$ cat src/rtl/alu_arbiter.sv
// Two-requester front end for a single shared ALU: IDLE -> EXEC -> RESP, one op in flight.
// Define ALU_ARB_RR_EN for round-robin contention; otherwise req0 has fixed priority.
module alu_arbiter #(
    parameter int XLEN = 32
) (
    input  logic            clk,
    input  logic            rst,
    input  logic            req0_valid,
    input  logic            req1_valid,
    output logic            req0_ready,
    output logic            req1_ready,
    input  logic [XLEN-1:0] req0_a,
    input  logic [XLEN-1:0] req0_b,
    input  logic [XLEN-1:0] req1_a,
    input  logic [XLEN-1:0] req1_b,
    input  logic [3:0]      req0_ctrl,
    input  logic [3:0]      req1_ctrl,
    output logic [XLEN-1:0] alu_a,
    output logic [XLEN-1:0] alu_b,
    output logic [3:0]      alu_ctrl,
    input  logic [XLEN-1:0] alu_result,
    output logic            rsp_valid,
    input  logic            rsp_ready,
    output logic            rsp_id,
    output logic [XLEN-1:0] rsp_result,
    output logic [1:0]      state_dbg
);

    // Handshakes: a transfer happens on a rising edge where valid & ready are both high;
    // valid never waits on ready, and ready is only offered to the requester being granted.

    typedef enum logic [1:0] {
        IDLE = 2'd0,
        EXEC = 2'd1,
        RESP = 2'd2
    } state_t;

    state_t          state, state_nxt;
    logic            grant1;
    logic            accept;
    logic [XLEN-1:0] a_q, b_q, res_q;
    logic [3:0]      ctrl_q;
    logic            id_q;

`ifdef ALU_ARB_RR_EN
    logic last_grant;

    // Reset to 1 so the first contention after reset goes to req0.
    always_ff @(posedge clk) begin
        if (rst) begin
            last_grant <= 1'b1;
        end else if (accept) begin
            last_grant <= grant1;
        end
    end

    always_comb begin
        grant1 = req1_valid;
        if (req0_valid && req1_valid) begin
            grant1 = ~last_grant;
        end
    end
`else
    always_comb begin
        grant1 = req1_valid && !req0_valid;
    end
`endif

    assign accept = (state == IDLE) && !rst && (req0_valid || req1_valid);

    always_ff @(posedge clk) begin
        if (rst) begin
            state <= IDLE;
        end else begin
            state <= state_nxt;
        end
    end

    always_comb begin
        state_nxt  = state;
        req0_ready = 1'b0;
        req1_ready = 1'b0;
        case (state)
            IDLE: begin
                if (!rst) begin
                    req0_ready = req0_valid && !grant1;
                    req1_ready = req1_valid && grant1;
                end
                if (accept) begin
                    state_nxt = EXEC;
                end
            end
            EXEC: state_nxt = RESP;
            RESP: begin
                if (rsp_ready) begin
                    state_nxt = IDLE;
                end
            end
            default: state_nxt = IDLE;
        endcase
    end

    always_ff @(posedge clk) begin
        if (rst) begin
            a_q    <= '0;
            b_q    <= '0;
            ctrl_q <= 4'b0000;
            id_q   <= 1'b0;
            res_q  <= '0;
        end else begin
            if (accept) begin
                a_q    <= grant1 ? req1_a : req0_a;
                b_q    <= grant1 ? req1_b : req0_b;
                ctrl_q <= grant1 ? req1_ctrl : req0_ctrl;
                id_q   <= grant1;
            end
            if (state == EXEC) begin
                res_q <= alu_result;
            end
        end
    end

    assign alu_a      = a_q;
    assign alu_b      = b_q;
    assign alu_ctrl   = ctrl_q;
    assign rsp_valid  = (state == RESP);
    assign rsp_id     = id_q;
    assign rsp_result = res_q;
    assign state_dbg  = state;

endmodule
$ cat config.mk
export PLATFORM = sky130hd
export DESIGN_NAME = alu_arbiter
export DESIGN_NICKNAME = d
export VERILOG_FILES = /design/src/rtl/alu_arbiter.sv
export SDC_FILE = /design/constraint.sdc
export NUM_CORES = 1
export LEC_CHECK = 0
export ABC_AREA = 1
export BUFFER_PORTS_ARGS = -buffer_cell sky130_fd_sc_hd__clkbuf_2
export CAP_MARGIN = 10
export CORE_ASPECT_RATIO = 0.5
export CORE_MARGIN = 2
export CORE_UTILIZATION = 40
export DETAILED_ROUTE_END_ITERATION = 8
export HOLD_SLACK_MARGIN = 0.03
export PLACE_DENSITY_LB_ADDON = 0.2
export SKIP_CTS_REPAIR_TIMING = 1
export SYNTH_ARGS = -nofsm -noshare
export SYNTH_HDL_FRONTEND = slang
export SYNTH_SLANG_ARGS = --single-unit
$ cat constraint.sdc
create_clock -name clk -period 1.9 [get_ports clk]
set_input_delay 0.38 -clock clk [delete_from_list [all_inputs] [get_ports clk]]
set_output_delay 0.38 -clock clk [all_outputs]
set_load 0.01 [all_outputs]
Word level (Yosys, flattened, before mapping). Index checks and enable logic that the tools add are counted.

Input bits: 173. Logic and storage cells: 31. Output and inout bits: 106. Register bits: 103.

Multiplexer cells: 10. Reductions and logical operators: 11. Eq/ne operators: 4.

Operators with widths (number): 2-to-1 mux 32 bit (2); case mux 2 bit (3 select lines) (1); logical AND 1 bit (5); 2-to-1 mux 1 bit (4); 2-to-1 mux 2 bit (2); 2-to-1 mux 4 bit (1); logical NOT 1 bit (3); equality test 2 x 1 -> 1 bit, second input constant (1); equality test 2 bit, second input constant (1); logical NOT 2 bit (1); inequality test 2 x 1 -> 1 bit, second input constant (1); inequality test 2 bit, second input constant (1); AND reduction 2 bit (1); logical OR 1 bit (1).

Logic depth before layout (Yosys ltp). Gate-level depths: netlist of run 1.

Depth in word-level cells: 6. Gate-level depth with buffers: 9.

Worst setup path after synthesis of run 1. Ideal clock, no wire load.

Kind: input-to-output. Start: in req1_valid. End: out req1_ready. Setup slack: 504 ps. Data required time: 1520 ps. Stages on the path: 4. Data arrival time: 1016 ps. Cell sequence: buf_4 clkbuf_1 nand4_1 inv_1.

Longest elaborated chain between the ends: 4.

RTL lines: start: declaration (RTL line 9) `input logic req1_valid,`; logical AND 1 bit (RTL line 65) `grant1 = req1_valid && !req0_valid;`; logical AND 1 bit (*) (RTL line 87) `req1_ready = req1_valid && grant1;`; 2-to-1 mux 1 bit (*) (RTL line 85) `if (!rst) begin`; 2-to-1 mux 1 bit (*) (RTL line 83) `case (state)`; end: declaration (RTL line 11) `output logic req1_ready,`.

Mark *: on every way between the ends. The rest lies on a longest branch, timed or not.

Worst setup path after layout of run 1.
Start: reg state[1] (netlist: state_dbg[1]). End: out req0_ready.

Longest elaborated chain between the ends: 2.

RTL lines: start: declaration (RTL line 38) `state_t state, state_nxt;`; start signal: assignment (RTL line 75) `state <= state_nxt;`; logical NOT 2 bit (RTL line 83); 2-to-1 mux 1 bit (RTL line 83); end: declaration (RTL line 10) `output logic req0_ready,`.

Every way passes these cells.

==> results_dict.tcl, run 1 <==
set metrics [dict create \
    dieWidth_um 162 \
    cp.arrival_ns 1.38 \
    final_cell_mix "278 x clkbuf_2, 277 x nand2_1, 203 x nor2_1" \
    drc 0 \
    cell_internal_pwr_w 0.00386 \
    place_ws_ns 0.307 \
    ys_types 15 \
    hold_slack_ns 0.216 \
    max_slew.worst_pin.slew_ns 0.426 \
    antenna_found_initial 0 \
    grt_overflow 0 \
    clock_latency_ns 0.33 \
    drt-initial-drc-count 280 \
    grt_max_degree 59 \
    timing.final.crit_share_pct 92.5 \
    place_area_um2 6440 \
    path_buf_inv 1 \
    cts.sinks 103 \
    relSlewSlack_pct 71.6 \
    slew_violations 0 \
    grt_first_pass_wirelength_um 22900 \
    yosysTopAreaCell "dfxtp_1" \
    core_region_area_um2 12000 \
    antennaDiodeCount 0 \
    ir_worst_vdd_v 0.000494 \
    synthesis.area_um2 5000 \
    cpMostUsedCell "nor2_1" \
    grt_pass1_vias 4956 \
    synthToLayoutAreaGrowth_pct 34.6 \
    clockRootBuffer "clkbuf_16" \
    avgSynthCellArea_um2 6.11 \
    vias 5543 \
    drv_cap 0 \
    outcome "completed" \
    finalHoldViolCount 0 \
    rows 28 \
    critical_path.max_stage_delay_ns 0.33 \
    start_util_pct 41.7 \
    cp-start-kind "flip-flop" \
    cts_tree "built" \
    synth.net_count 991 \
    drt-pass1-iter-count 5 \
    worstPathRequired_ns 1.52 \
    fin_tns_setup_ns 0 \
    place_congestion 0.827 \
    fin_area_um2 6730 \
    sw_frac_of_total_pct 30.7 \
    dpl.hpwl_um 10400 \
    final_common_cell "clkbuf_2" \
    viasPerCell 4.48 \
    cp_top_family "simple AND/OR/NAND/NOR gates" \
    fin_ws_ns 0.143 \
    antenna_left 0 \
    gr-usage-all-layers_pct 20.6 \
    hold_class "input port to flip-flop" \
    skew_ns 0.0120 \
    cts_htree_levels 3 \
    ys_seq_area_share_pct 41.3 \
    finalNetCount 1241 \
    cts_buffers 9 \
    total_power_w 0.00557 \
    cpMaxStageDelayCell "dfxtp_1" \
    totalWireLength_um 14000 \
    wl_per_cell_um 11.3 \
    die_h_um 83.0 \
    crit_path_cell_trace "nor2_1 > nand2_1 > nor2_1 > clkbuf_2" \
    power_frac_comb_pct 23.3 \
    path_class "flip-flop to output port" \
    rsz0062_at_grt "no" \
    switchingPower_w 0.00171 \
    postSynthCellCount 818 \
    power_leakage_nw 3.98 \
    cts.clk_slew.worst_paths_ns 0.08 \
    powerDensity_nw_per_um2 827 \
    drive_gt1_share_pct 29.3 \
    seq_power_share_pct 44.6 \
    io_pins 279 \
    ys_warn_count 0 \
    setup_violations 0 \
    synth-seq-cells 103 \
    synthTopCellsByArea "dfxtp_1 41%, nand2_1 21%, nor2_1 15%" \
    max_freq_mhz 569 \
    endpoint_kind "output port" \
    dieArea_um2 13500 \
    synth.top_cell.area_share_pct 41.3 \
    clockPowerShare_pct 32.1 \
    cts_buffer_depth 2 \
    port_buffers 278 \
    crit_fanout 3 \
    min_period_ns 1.76 \
]
==> synth_stat cells <==
cell type  number
a21oi_1         1
buf_1           1
buf_2          10
buf_4          12
buf_6           8
clkbuf_1       23
dfxtp_1       103
inv_1          74
inv_2           2
nand2_1       277
nand2_2         1
nand3_1        69
nand4_1         1
nor2_1        203
o21ai_0        33
==> metal layers <==
layer  vias up  routed length [µm]  track usage [%]  share of wire [%]
met1      2402                6060             25.1                 43
met3        24                 906             5.74                6.5
met5         -                   0                0                  0
met2       173                6710             35.4                 48
li1       2944                   -                -                  -
met4         0                 290             6.03                2.1
==> path summary, 6_finish.rpt <==
check	from	slack (ns)	cells past startpoint	to
setup / recovery	state_dbg[1]$_SDFFE_PP0P_	0.14	4	req0_ready
hold / removal	rst	0.22	2	state_dbg[1]$_SDFFE_PP0P_
setup reg to reg	state_dbg[1]$_SDFFE_PP0P_	0.55	5	alu_a[3]$_SDFFE_PP0P_
hold reg to reg	rsp_result[8]$_SDFFE_PP0N_	0.49	2	rsp_result[8]$_SDFFE_PP0N_
==> registers in the layout, indices dropped and copies added, names as in the netlist <==
name	flops
alu_ctrl	4
alu_a	32
rsp_id	1
rsp_result	32
alu_b	32
state_dbg	2
==> kinds of logic after synthesis <==
family | count (synthesis) | synth area share (%)
buf+inv | 130 | 12.1
compound gates | 34 | 3.41
flops | 103 | 41.3
simple gates | 551 | 43.2
==> area by class of cell <==
type	count	area [µm²]
fill	1260	5250
multi-input combinational	585	2340
sequential	103	2060
timing repair buffer	293	1540
inverter	76	285
clock buffer	10	239
tap	165	206
clock inverter	6	51.3
==> worst register-to-register path, cell delays in order (launching register included) <==
cell and delay, ns:
dfxtp_1 0.33, nor2_1 0.32, nand3_4 0.17, buf_4 0.25, nor2_1 0.14, nor2_1 0.05
==> through the flow <==
stage	utilization [%]	std cells
3_5_place_dp	53.7	1222
6_report	56.2	1238
3_3_place_gp	53.7	1222
4_1_cts	56.2	1238
5_1_grt	56.2	1238
2_1_floorplan	-	818
==> power by group through the flow <==
stage | Clock [W] | Sequential (W) | Combinational, W
global placement | 0 | 0.00252 | 0.00130
CTS | 0.00185 | 0.00248 | 0.00132
global route | 0.00195 | 0.00251 | 0.00149
floorplan | 0 | 0.00263 | 0.000699
finish | 0.00179 | 0.00248 | 0.00130
detailed placement | 0 | 0.00253 | 0.00131
(Power assumes the default switching activity.)
==> run 2, diff against run 1 <==
Settings changed: CTS_BUF_LIST from default to sky130_fd_sc_hd__clkbuf_4 sky130_fd_sc_hd__clkbuf_8, SKIP_LAST_GASP from default to 1.
==> results_dict.tcl, run 2 (synthesis results as in run 1) <==
set metrics [dict create \
    fin_tns_setup_ns 0 \
    slew_violations 0 \
    dieWidth_um 162 \
    final_common_cell "clkbuf_2" \
    antenna_found_initial 0 \
    crit_path_cell_trace "nor2_2 > nand2_1 > nor2_1 > clkbuf_2" \
    crit_fanout 3 \
    grt_pass1_vias 4961 \
    cts_htree_levels 3 \
    skew_ns 0.0156 \
    ff2ff_path_depth 5 \
    hold_class "input port to flip-flop" \
    outcome "completed" \
    clockRootBuffer "clkbuf_8" \
    wl_per_cell_um 11.3 \
    place_congestion 0.827 \
    synthToLayoutAreaGrowth_pct 32.6 \
    grt_overflow 0 \
    ir_worst_vdd_v 0.000397 \
    vias 5531 \
    dieArea_um2 13500 \
    path_class "flip-flop to output port" \
    min_period_ns 1.71 \
    cts_buffers 9 \
    max_slew.worst_pin.slew_ns 0.427 \
    powerDensity_nw_per_um2 771 \
    place_area_um2 6440 \
    r2r-start "state_dbg[1]$_SDFFE_PP0P_" \
    io_pins 279 \
    start_util_pct 41.7 \
    power_leakage_nw 3.94 \
    viasPerCell 4.47 \
    drv_cap 0 \
    dpl.hpwl_um 10400 \
    rrSetupSlack_ns 0.64 \
    critical_path.max_stage_delay_ns 0.35 \
    drc 0 \
    whs_path_depth 2 \
    finalNetCount 1241 \
    drt-initial-drc-count 297 \
    timing.final.crit_share_pct 90.0 \
    core_region_area_um2 12000 \
    critPathLaunch "state_dbg[1]$_SDFFE_PP0P_" \
    hp-start "rst" \
    setup.worst_path.end "req0_ready" \
    endpoint_kind "output port" \
    finalHoldViolCount 0 \
    cp-start-kind "flip-flop" \
    cts_buffer_depth 2 \
    clock_latency_ns 0.37 \
    fin_area_um2 6630 \
    r2r-end "alu_a[25]$_SDFFE_PP0P_" \
    nFillCells 1272 \
    antennaDiodeCount 0 \
    die_h_um 83.0 \
    rows 28 \
    worstPathRequired_ns 1.52 \
    gr-usage-all-layers_pct 20.6 \
    grt_max_degree 59 \
    cts.sinks 103 \
    totalWireLength_um 14000 \
    port_buffers 278 \
    grt_first_pass_wirelength_um 22900 \
    drt-pass1-iter-count 4 \
    drive_gt1_share_pct 29.4 \
    final_cell_mix "278 x clkbuf_2, 277 x nand2_1, 202 x nor2_1" \
    max_freq_mhz 585 \
    relSlewSlack_pct 71.5 \
    antenna_left 0 \
    setup_violations 0 \
    cts_tree "built" \
    cpMaxStageDelayCell "dfxtp_1" \
    cp.arrival_ns 1.33 \
    cts.clk_slew.worst_paths_ns 0.11 \
    rsz0062_at_grt "no" \
]
-- run 2: power breakdown --
group          internal, W  switching, W
clock network     0.000530      0.000801
logic             0.000541      0.000759
registers          0.00237      0.000108
total              0.00344       0.00167
-- run 2: area by class of cell --
class                           count  area [µm²]  area share, %
Clock inverter                      6        51.3          0.774
Clock buffer                       10         138           2.08
Multi-Input combinational cell    585        2340           35.4
Tap cell                          165         206           3.11
Timing Repair Buffer              293        1540           23.3
Sequential cell                   103        2060           31.1
Inverter                           76         285           4.30
-- run 2: per-layer routing --
layer	wire (µm)	global-route usage, %	vias up
met1	6070	25.0	2388
met3	938	5.69	29
met4	325	6.60	0
met2	6680	35.6	170
met5	0	0	-
li1	-	-	2944
-- run 2: worst max-delay path: cells and delay by family, from the launching register on --
| family | cells | cell delay, ns |
|---|---|---|
| buffers and inverters | 1 | 0.16 |
| AND/OR/NAND/NOR | 3 | 0.45 |
| flip-flops | 1 | 0.35 |
-- run 2: worst min path at each step --
| stage | to | slack [ns] |
|---|---|---|
| finish | state_dbg[1]$_SDFFE_PP0P_ | 0.17 |
| detailed placement | rsp_result[30]$_SDFFE_PP0N_ | 0.47 |
| global placement | rsp_result[30]$_SDFFE_PP0N_ | 0.46 |
| CTS | state_dbg[1]$_SDFFE_PP0P_ | 0.15 |
| floorplan | state_dbg[1]$_SDFFE_PP0P_ | 0.45 |
| global route | state_dbg[1]$_SDFFE_PP0P_ | 0.16 |
-- run 2: through the flow --
step	std cells	hold WS (ns)	util (%)	setup WS, ns	power (W)
after global placement	1222	0.461	53.7	0.349	0.00382
after global routing	1238	0.159	55.3	0.0826	0.00547
after floorplan	818	0.449	-	0.504	0.00332
final	1238	0.175	55.3	0.190	0.00511
after CTS	1238	0.155	55.3	0.0792	0.00518
after detailed placement	1222	0.472	53.7	0.307	0.00384
